<file path="config.mk">
export PLATFORM = sky130hd
export DESIGN_NAME = local_port_input_buffer_flat
export DESIGN_NICKNAME = d
export VERILOG_FILES = /design/src/rtl/local_port_input_buffer_if.sv /design/src/rtl/local_port_input_buffer.sv /design/src/flat_wrapper.sv
export SDC_FILE = /design/constraint.sdc
export NUM_CORES = 1
export LEC_CHECK = 0
export CORE_MARGIN = 2
export CORE_UTILIZATION = 49
export DETAILED_ROUTE_END_ITERATION = 12
export PLACE_DENSITY_LB_ADDON = 0.05
export SETUP_SLACK_MARGIN = 0.2
export SLEW_MARGIN = 25
export SYNTH_ARGS = -nofsm -noshare
export SYNTH_HDL_FRONTEND = slang
export SYNTH_SLANG_ARGS = --single-unit
</file>
<file path="constraint.sdc">
create_clock -name clk -period 2.2 [get_ports clk]
set_input_delay 0.66 -clock clk [delete_from_list [all_inputs] [get_ports clk]]
set_output_delay 0.66 -clock clk [all_outputs]
set_load 0.01 [all_outputs]
</file>
<file path="src/rtl/local_port_input_buffer_if.sv">
// Handshake bundle between the PE injector, the local input buffer
// and the router switch allocator.
interface local_port_input_buffer_if #(
    parameter int dataWidth = 32,
    parameter int ADDR_W    = 2
);
    logic                 ReqUpStr;
    logic [dataWidth-1:0] PacketIn;
    logic                 GntUpStr;
    logic                 UpStrFull;
    logic                 ReqRt;
    logic [dataWidth-1:0] DataRt;
    logic                 GntRt;
    logic [ADDR_W:0]      Occupancy;

    modport master (
        output ReqUpStr, PacketIn, GntRt,
        input  GntUpStr, UpStrFull, ReqRt, DataRt, Occupancy
    );

    modport slave (
        input  ReqUpStr, PacketIn, GntRt,
        output GntUpStr, UpStrFull, ReqRt, DataRt, Occupancy
    );
endinterface

</file>
<file path="src/rtl/local_port_input_buffer.sv">
// Local input port FIFO of a mesh router: Req/Gnt write side, Req/Gnt pop side.
// Define LOCAL_BUF_STATS_EN to add the PeakOcc / FlitCnt statistics outputs.
module local_port_input_buffer #(
    parameter int dataWidth = 32,
    parameter int DEPTH     = 4,
    parameter int ADDR_W    = 2
) (
    input logic clk,
    input logic reset,
    local_port_input_buffer_if.slave bus
`ifdef LOCAL_BUF_STATS_EN
    ,
    output logic [ADDR_W:0] PeakOcc,
    output logic [31:0]     FlitCnt
`endif
);

    localparam logic [ADDR_W:0] FULL_CNT = (ADDR_W+1)'(DEPTH);

    typedef enum logic {IDLE, GRANTED} state_t;

    state_t              state_q, state_d;
    logic [ADDR_W-1:0]   wr_ptr_q, wr_ptr_d;
    logic [ADDR_W-1:0]   rd_ptr_q, rd_ptr_d;
    logic [ADDR_W:0]     count_q, count_d;
    logic                gnt_q, gnt_d;
    logic                wr_en, rd_en;
    logic [dataWidth-1:0] mem_q [DEPTH];

    always_comb begin
        state_d  = state_q;
        gnt_d    = 1'b0;
        wr_en    = 1'b0;
        rd_en    = bus.GntRt && (count_q != '0);
        unique case (state_q)
            IDLE: begin
                if (bus.ReqUpStr && (count_q != FULL_CNT)) begin
                    wr_en   = 1'b1;
                    gnt_d   = 1'b1;
                    state_d = GRANTED;
                end
            end
            GRANTED: begin
                // request still high here is the same request; never rewrite it
                if (!bus.ReqUpStr) begin
                    state_d = IDLE;
                end
            end
            default: state_d = IDLE;
        endcase
        wr_ptr_d = wr_en ? wr_ptr_q + 1'b1 : wr_ptr_q;
        rd_ptr_d = rd_en ? rd_ptr_q + 1'b1 : rd_ptr_q;
        count_d  = count_q;
        unique case ({wr_en, rd_en})
            2'b10:   count_d = count_q + 1'b1;
            2'b01:   count_d = count_q - 1'b1;
            default: count_d = count_q;
        endcase
    end

    always_ff @(posedge clk or negedge reset) begin
        if (!reset) begin
            state_q  <= IDLE;
            wr_ptr_q <= '0;
            rd_ptr_q <= '0;
            count_q  <= '0;
            gnt_q    <= 1'b0;
        end else begin
            state_q  <= state_d;
            wr_ptr_q <= wr_ptr_d;
            rd_ptr_q <= rd_ptr_d;
            count_q  <= count_d;
            gnt_q    <= gnt_d;
        end
    end

    always_ff @(posedge clk) begin
        if (wr_en) begin
            mem_q[wr_ptr_q] <= bus.PacketIn;
        end
    end

    assign bus.GntUpStr  = gnt_q;
    assign bus.UpStrFull = (count_q == FULL_CNT);
    assign bus.ReqRt     = (count_q != '0);
    assign bus.Occupancy = count_q;
    // memory is uninitialised, so hide it while empty
    assign bus.DataRt    = bus.ReqRt ? mem_q[rd_ptr_q] : '0;

`ifdef LOCAL_BUF_STATS_EN
    logic [ADDR_W:0] peak_q, peak_d;
    logic [31:0]     flit_cnt_q, flit_cnt_d;

    always_comb begin
        peak_d     = (count_d > peak_q) ? count_d : peak_q;
        flit_cnt_d = wr_en ? flit_cnt_q + 32'd1 : flit_cnt_q;
    end

    always_ff @(posedge clk or negedge reset) begin
        if (!reset) begin
            peak_q     <= '0;
            flit_cnt_q <= '0;
        end else begin
            peak_q     <= peak_d;
            flit_cnt_q <= flit_cnt_d;
        end
    end

    assign PeakOcc = peak_q;
    assign FlitCnt = flit_cnt_q;
`endif

endmodule
</file>
<file path="src/flat_wrapper.sv">
// flat-port wrapper written by rule: the top's interface ports become plain ports
module local_port_input_buffer_flat 
#(
    parameter int dataWidth = 32,
    parameter int DEPTH     = 4,
    parameter int ADDR_W    = 2
)
  (clk, reset, bus_ReqUpStr, bus_PacketIn, bus_GntRt, bus_GntUpStr, bus_UpStrFull, bus_ReqRt, bus_DataRt, bus_Occupancy);
  local_port_input_buffer_if #(.dataWidth(dataWidth), .ADDR_W(ADDR_W)) bus_i ();
  input logic clk;
  input logic reset;
  input wire logic [$bits(bus_i.ReqUpStr)-1:0] bus_ReqUpStr;
  input wire logic [$bits(bus_i.PacketIn)-1:0] bus_PacketIn;
  input wire logic [$bits(bus_i.GntRt)-1:0] bus_GntRt;
  output wire logic [$bits(bus_i.GntUpStr)-1:0] bus_GntUpStr;
  output wire logic [$bits(bus_i.UpStrFull)-1:0] bus_UpStrFull;
  output wire logic [$bits(bus_i.ReqRt)-1:0] bus_ReqRt;
  output wire logic [$bits(bus_i.DataRt)-1:0] bus_DataRt;
  output wire logic [$bits(bus_i.Occupancy)-1:0] bus_Occupancy;
  assign bus_i.ReqUpStr = bus_ReqUpStr;
  assign bus_i.PacketIn = bus_PacketIn;
  assign bus_i.GntRt = bus_GntRt;
  assign bus_GntUpStr = bus_i.GntUpStr;
  assign bus_UpStrFull = bus_i.UpStrFull;
  assign bus_ReqRt = bus_i.ReqRt;
  assign bus_DataRt = bus_i.DataRt;
  assign bus_Occupancy = bus_i.Occupancy;
  local_port_input_buffer #(.dataWidth(dataWidth), .DEPTH(DEPTH), .ADDR_W(ADDR_W)) u_core (.clk(clk), .reset(reset), .bus(bus_i));
endmodule
</file>
== Word-level counts from Yosys, hierarchy flattened ==
Memory sizes are Yosys's and may differ from the RTL's.
Cells that the tools add are included.

* Bits in read-only memories: 0
* Word-level logic and storage cells: 27
* Memories kept: 1
* RAM bits: 128
* Input bits: 36
* Output and inout bits: 38
* Register bits: 9
* Latch bits: 0

* Muxes and demuxes: 8
* $lt $le $gt $ge: 0
* Divide/modulo/power cells: 0
* Shift operators: 0
* Bitwise operators: 1
* $add $sub $neg: 4
* Reduce and logical (&&, ||, !) cells: 4
* Eq/ne operators: 4
* $mul: 0

{| class="wikitable"
|+ Memory list
! name !! words !! bits a word !! rd ports !! clocked after Yosys merged registers in !! wr ports !! RTL line !! text
|-
| u_core.mem_q || 4 || 32 || 1 || 0 || 1 || local_port_input_buffer.sv:28 || <nowiki>logic [dataWidth-1:0] mem_q [DEPTH];</nowiki>
|}

{| class="wikitable"
|+ Operator list
! cell !! count
|-
| $mux 32 || 1
|-
| $pmux 3 s2 || 1
|-
| $mux 1 || 5
|-
| $add 2x1->2 const B || 2
|-
| $add 3x1->3 const B || 1
|-
| $eq 3x3->1 const B || 1
|-
| $ne 3x3->1 const B || 1
|-
| $reduce_bool 3->1 || 1
|-
| $sub 3x1->3 const B || 1
|-
| $eq 2x1->1 const B || 1
|-
| $eq 2x2->1 const B || 1
|-
| $logic_and 1x1->1 || 2
|-
| $pmux 1 s2 || 1
|-
| $reduce_bool 2->1 || 1
|-
| $not 1->1 || 1
|}

== Depth between registers and ports, before layout ==
Gate-level depths: netlist (run 1).

* Depth after elaboration: 6
* Depth in mapped cells: 9
* Gate-level depth less buffers: 9

== Worst setup path after synthesis (run 1) ==
Ideal clock, no wire load.

* Kind: input-to-reg
* From: in bus_ReqUpStr
* To: mem u_core.mem_q[2][0] (enable)
* Setup slack: -0.063 ns
* Setup time: 0.392 ns
* Required time: 1.808 ns
* Path buffers: 0
* Arrival time: 1.871 ns
* Cell stages on the path: 2
* Cell sequence: nor3b_2 > and2_1

* Cells in the longest elaborated chain, start to end: 5

{| class="wikitable"
|+ Ends and longest elaborated chain
! what !! RTL line !! text
|-
| from (decl) || flat_wrapper.sv:12 || <nowiki>input wire logic [$bits(bus_i.ReqUpStr)-1:0] bus_ReqUpStr;</nowiki>
|-
| $logic_and 1x1->1 || local_port_input_buffer.sv:37 || <nowiki>if (bus.ReqUpStr && (count_q != FULL_CNT)) begin</nowiki>
|-
| $mux 1 || local_port_input_buffer.sv:37 ||
|-
| $mux 1 || local_port_input_buffer.sv:35 || <nowiki>unique case (state_q)</nowiki>
|-
| $mux 1 || local_port_input_buffer.sv:78 || <nowiki>if (wr_en) begin</nowiki>
|-
| $mux 1 (implied by the code) || local_port_input_buffer.sv:79 || <nowiki>mem_q[wr_ptr_q] <= bus.PacketIn;</nowiki>
|-
| to (decl) || local_port_input_buffer.sv:28 ||
|}

Every way passes these cells.

== Worst setup path in the final report (run 1) ==
* From: reg u_core.rd_ptr_q[0]
* To: out bus_DataRt[11]

* Cells in the longest elaborated chain, start to end: 2

{| class="wikitable"
|+ Ends and longest elaborated chain
! what !! RTL line !! text
|-
| from (decl) || local_port_input_buffer.sv:24 || <nowiki>logic [ADDR_W-1:0] rd_ptr_q, rd_ptr_d;</nowiki>
|-
| from (signal assigned) || local_port_input_buffer.sv:71 || <nowiki>rd_ptr_q <= rd_ptr_d;</nowiki>
|-
| $mem_v2 4x32 || - ||
|-
| $mux 32 || local_port_input_buffer.sv:88 || <nowiki>assign bus.DataRt = bus.ReqRt ? mem_q[rd_ptr_q] : '0;</nowiki>
|-
| to (decl) || flat_wrapper.sv:18 || <nowiki>output wire logic [$bits(bus_i.DataRt)-1:0] bus_DataRt;</nowiki>
|}

Every way passes these cells.

==> flow_summary.yaml, run 1 <==
floorplanning:
  initial_utilization_pct: 50.0
  io_pins: 74
  core_um2: 10700
  die_y_um: 109
  chipWidth_um: 109
  core.rowCount: 38
  die_area_um2: 11800
routing:
  route.detailed.drc: 0
  via_per_inst: 5.27
  via_count: 2741
  first_pass_iters: 4
  dr_wl_met3_um: 663
  antenna_left: 0
  route.top_layer_used: "met4"
  wl_met2_mm: 5.39
  drt-total-wl_mm: 10.6
  avgRoutedWirePerCell_um: 20.3
  met1_length_mm: 4.44
  drt_iter0_drc: 162
layout:
  final_area_um2: 7460
  area_growth_pct: 38.9
  utilization_pct: 69.4
  fillers: 717
  final_cells: 520
  final_nets: 409
  drive_gt1_share_pct: 45.4
clocking:
  clockBufferDepth: 2
  cts_buffers: 17
  htreeDepth: 4
  cts_hold_buffers: 0
  clock_latency_ns: 0.52
  clk_pin_slew_ns: 0.06
  cts-root-buf: "clkbuf_8"
  cts_tree: "done"
  cts.sinks: 137
flow_run:
  drv_cap: 0
yosys:
  yosysTopAreaCell: "edfxtp_1"
  synth_compound_area_share_pct: 0.140
  synth_ff_type: "edfxtp_1"
  yosysMostFrequentCell: "edfxtp_1"
  yosysUniqueCellTypes: 22
  synth_area_um2: 5370
  synth_xor_area_share_pct: 0.979
  muxShareOfSynthArea_pct: 14.2
  syn_avg_cell_area_um2: 21.9
  yosys-top-cells-count: "edfxtp_1, and2_1, mux4_2"
  synth_area_leaders: "edfxtp_1, mux4_2, and2_1, dfrtp_1, mux4_1"
  synth-edff-count: 128
  ys_seq_area_share_pct: 75.8
  synth.top_cell.area_share_pct: 71.6
  synthesis.nets: 287
  synthSimpleGateAreaFrac_pct: 4.96
  ys_ff_latch: 137
  synth-warning-count: 0
  async_reset_ff_share_pct: 6.57
  synth_top_family_by_area: "multiplexers"
  synthAdderAreaFrac_pct: 1.54
  syn_inst: 245
power:
  vdd_ir_drop_max_mv: 0.793
  seqPwrFrac_pct: 32.2
  p_sw_share_pct: 27.0
  combPwrFrac_pct: 41.8
  pwr_density_cell_nw_per_um2: 1410
  finalPower_mw: 10.5
  power.internal_mw: 7.65
  power_frac_clock_pct: 26.0
  leakage_nw: 2.70
  switchingPower_mw: 2.84
worst_setup_path:
  timing.critical_path.from: "u_core.rd_ptr_q[0]$_DFFE_PN0P_"
  setup.worst_path.start_class: "flop"
  required_ns: 1.54
  cp_max_fo: 6
  r2r_start: "u_core.bus.Occupancy[1]$_DFFE_PN0P_"
  arrival_ns: 2.05
  path_class: "flop to primary output"
  endpoint_kind: "primary output"
sta:
  finalMaxSlewViolations: 0
  period_minus_slack_ns: 2.71
  rsz0062_at_grt: "yes"
  layout_setup_ws_ns: -0.514
  tightest_slew_ns: 0.451
  hold_ws_ns: 0.456
  finalSetupViolCount: 35
  finalHoldViolations: 0
  setup_tns_ns: -14.78
  finalClockSkew_ns: 0.00601
  slew-limit-headroom_pct: 69.9
  fmax_mhz: 368
  min_period_over_period_pct: 123
place:
  placed_area_um2: 6490
  gp_congestion: 0.719
  pre_cts_ws_ns: -0.288
  place_inst: 468
  portBuffers: 73
  place_hpwl_mm: 5.69
global_routing:
  grt_use_total_pct: 19.4
  grt_pass1_wl_mm: 16.0
  grt_max_degree: 24
  grt.overflow.total: 0
  antenna_found_initial: 0
  grt_pass1_vias: 2945
run_status:
  status: "finished, violations left"
  violations: "setup timing"
hold_path:
  hold_class: "input port to async pin"
==> flip-flops by register name, summed over array words and instances (netlist names) <==
name	flops
u_core.bus.Occupancy	3
u_core.wr_ptr_q	2
u_core.bus.GntUpStr	1
u_core.mem_q	128
u_core.state_q	1
u_core.rd_ptr_q	2
==> final cells by class <==
type	count	area [um2]	share of cell area [%]
Clock buffer	19	422	5.65
Tap cell	140	175	2.35
Timing Repair Buffer	115	1350	18.1
Multi-Input combinational cell	89	1260	16.9
Antenna cell	1	2.50	0.0335
Clock inverter	12	151	2.03
Sequential cell	137	4070	54.6
Inverter	7	26.3	0.352
==> cell families (layout without fill, tap and decap cells) <==
kind of cell | after synthesis | count (layout)
DFF | 137 | 137
and+or+nand+nor | 42 | 42
muxes | 34 | 34
buffers and inverters | 19 | 153
adders and majority gates | 6 | 6
xor gates and xnor gates | 6 | 6
AOI/OAI and AO/OA | 1 | 1
other | 0 | 1
==> critical path: stages, from the launching register on <==
cell,delay (ns)
dfrtp_2,0.41
buf_12,0.14
buf_12,0.11
buf_16,0.12
mux4_2,0.49
and2_1,0.14
buf_2,0.13
==> path summary, 6_finish.rpt <==
| path | slack [ns] | to | cells past startpoint |
|---|---|---|---|
| hold / removal | 0.46 | u_core.wr_ptr_q[0]$_DFFE_PN0P_ | 1 |
| hold reg to reg | 0.57 | u_core.state_q$_DFF_PN0_ | 2 |
| setup / recovery | -0.51 | bus_DataRt[11] | 6 |
| setup reg to reg | -0.22 | u_core.bus.Occupancy[2]$_DFFE_PN0P_ | 12 |
| max in group asynchronous | 1.41 | u_core.rd_ptr_q[1]$_DFFE_PN0P_ | 1 |
| min in group clk | 0.57 | u_core.state_q$_DFF_PN0_ | 2 |
==> layer usage <==
metal  global-route usage, %  vias up
li1                        -     1225
met1                    24.3     1426
met2                    31.3       80
met3                    7.59       10
met4                    6.50        0
met5                       0        -
==> power by group through the flow <==
stage | clock network (mW) | registers, mW | logic (mW)
finish | 2.72 | 3.37 | 4.39
global placement | 0 | 3.40 | 3.47
detailed placement | 0 | 3.42 | 3.49
floorplan | 0 | 3.39 | 1.91
CTS | 2.78 | 3.37 | 4.06
global route | 2.89 | 3.40 | 4.70
==> layout by cell type, fill, tap and decap left out, types with 3 or more instances in the layout <==
cell type and n:
buf_6 30, clkbuf_16 17, and2_4 23, edfxtp_1 128
and2_1 12, ha_1 4, clkinv_4 3, bufinv_16 3
inv_1 6, dfrtp_1 7, xor2_1 3, clkdlybuf4s50_1 35
buf_2 13, mux4_2 32, buf_4 9, clkinv_2 3
buf_16 3, buf_12 18
==> timing repair <==
| item | CTS | global route |
|---|---|---|
| resized for setup | 189 | 32 |
| pin swaps | 34 | 9 |
| setup buffers | 13 | 3 |
| setup endpoints to repair | 40 | 37 |
| cloned | 3 | 1 |
Power figures use the tool's default switching activity.
==> run 2: changes to the inputs <==
--- a/config.mk
+++ b/config.mk
@@ -8,9 +8,9 @@
 export CORE_MARGIN = 2
 export CORE_UTILIZATION = 49
 export DETAILED_ROUTE_END_ITERATION = 12
+export GPL_ROUTABILITY_DRIVEN = 1
 export PLACE_DENSITY_LB_ADDON = 0.05
 export SETUP_SLACK_MARGIN = 0.2
-export SLEW_MARGIN = 25
 export SYNTH_ARGS = -nofsm -noshare
 export SYNTH_HDL_FRONTEND = slang
 export SYNTH_SLANG_ARGS = --single-unit
==> results of run 2 <==
The final DEF is identical to that of run 1; final timing and power are the same.
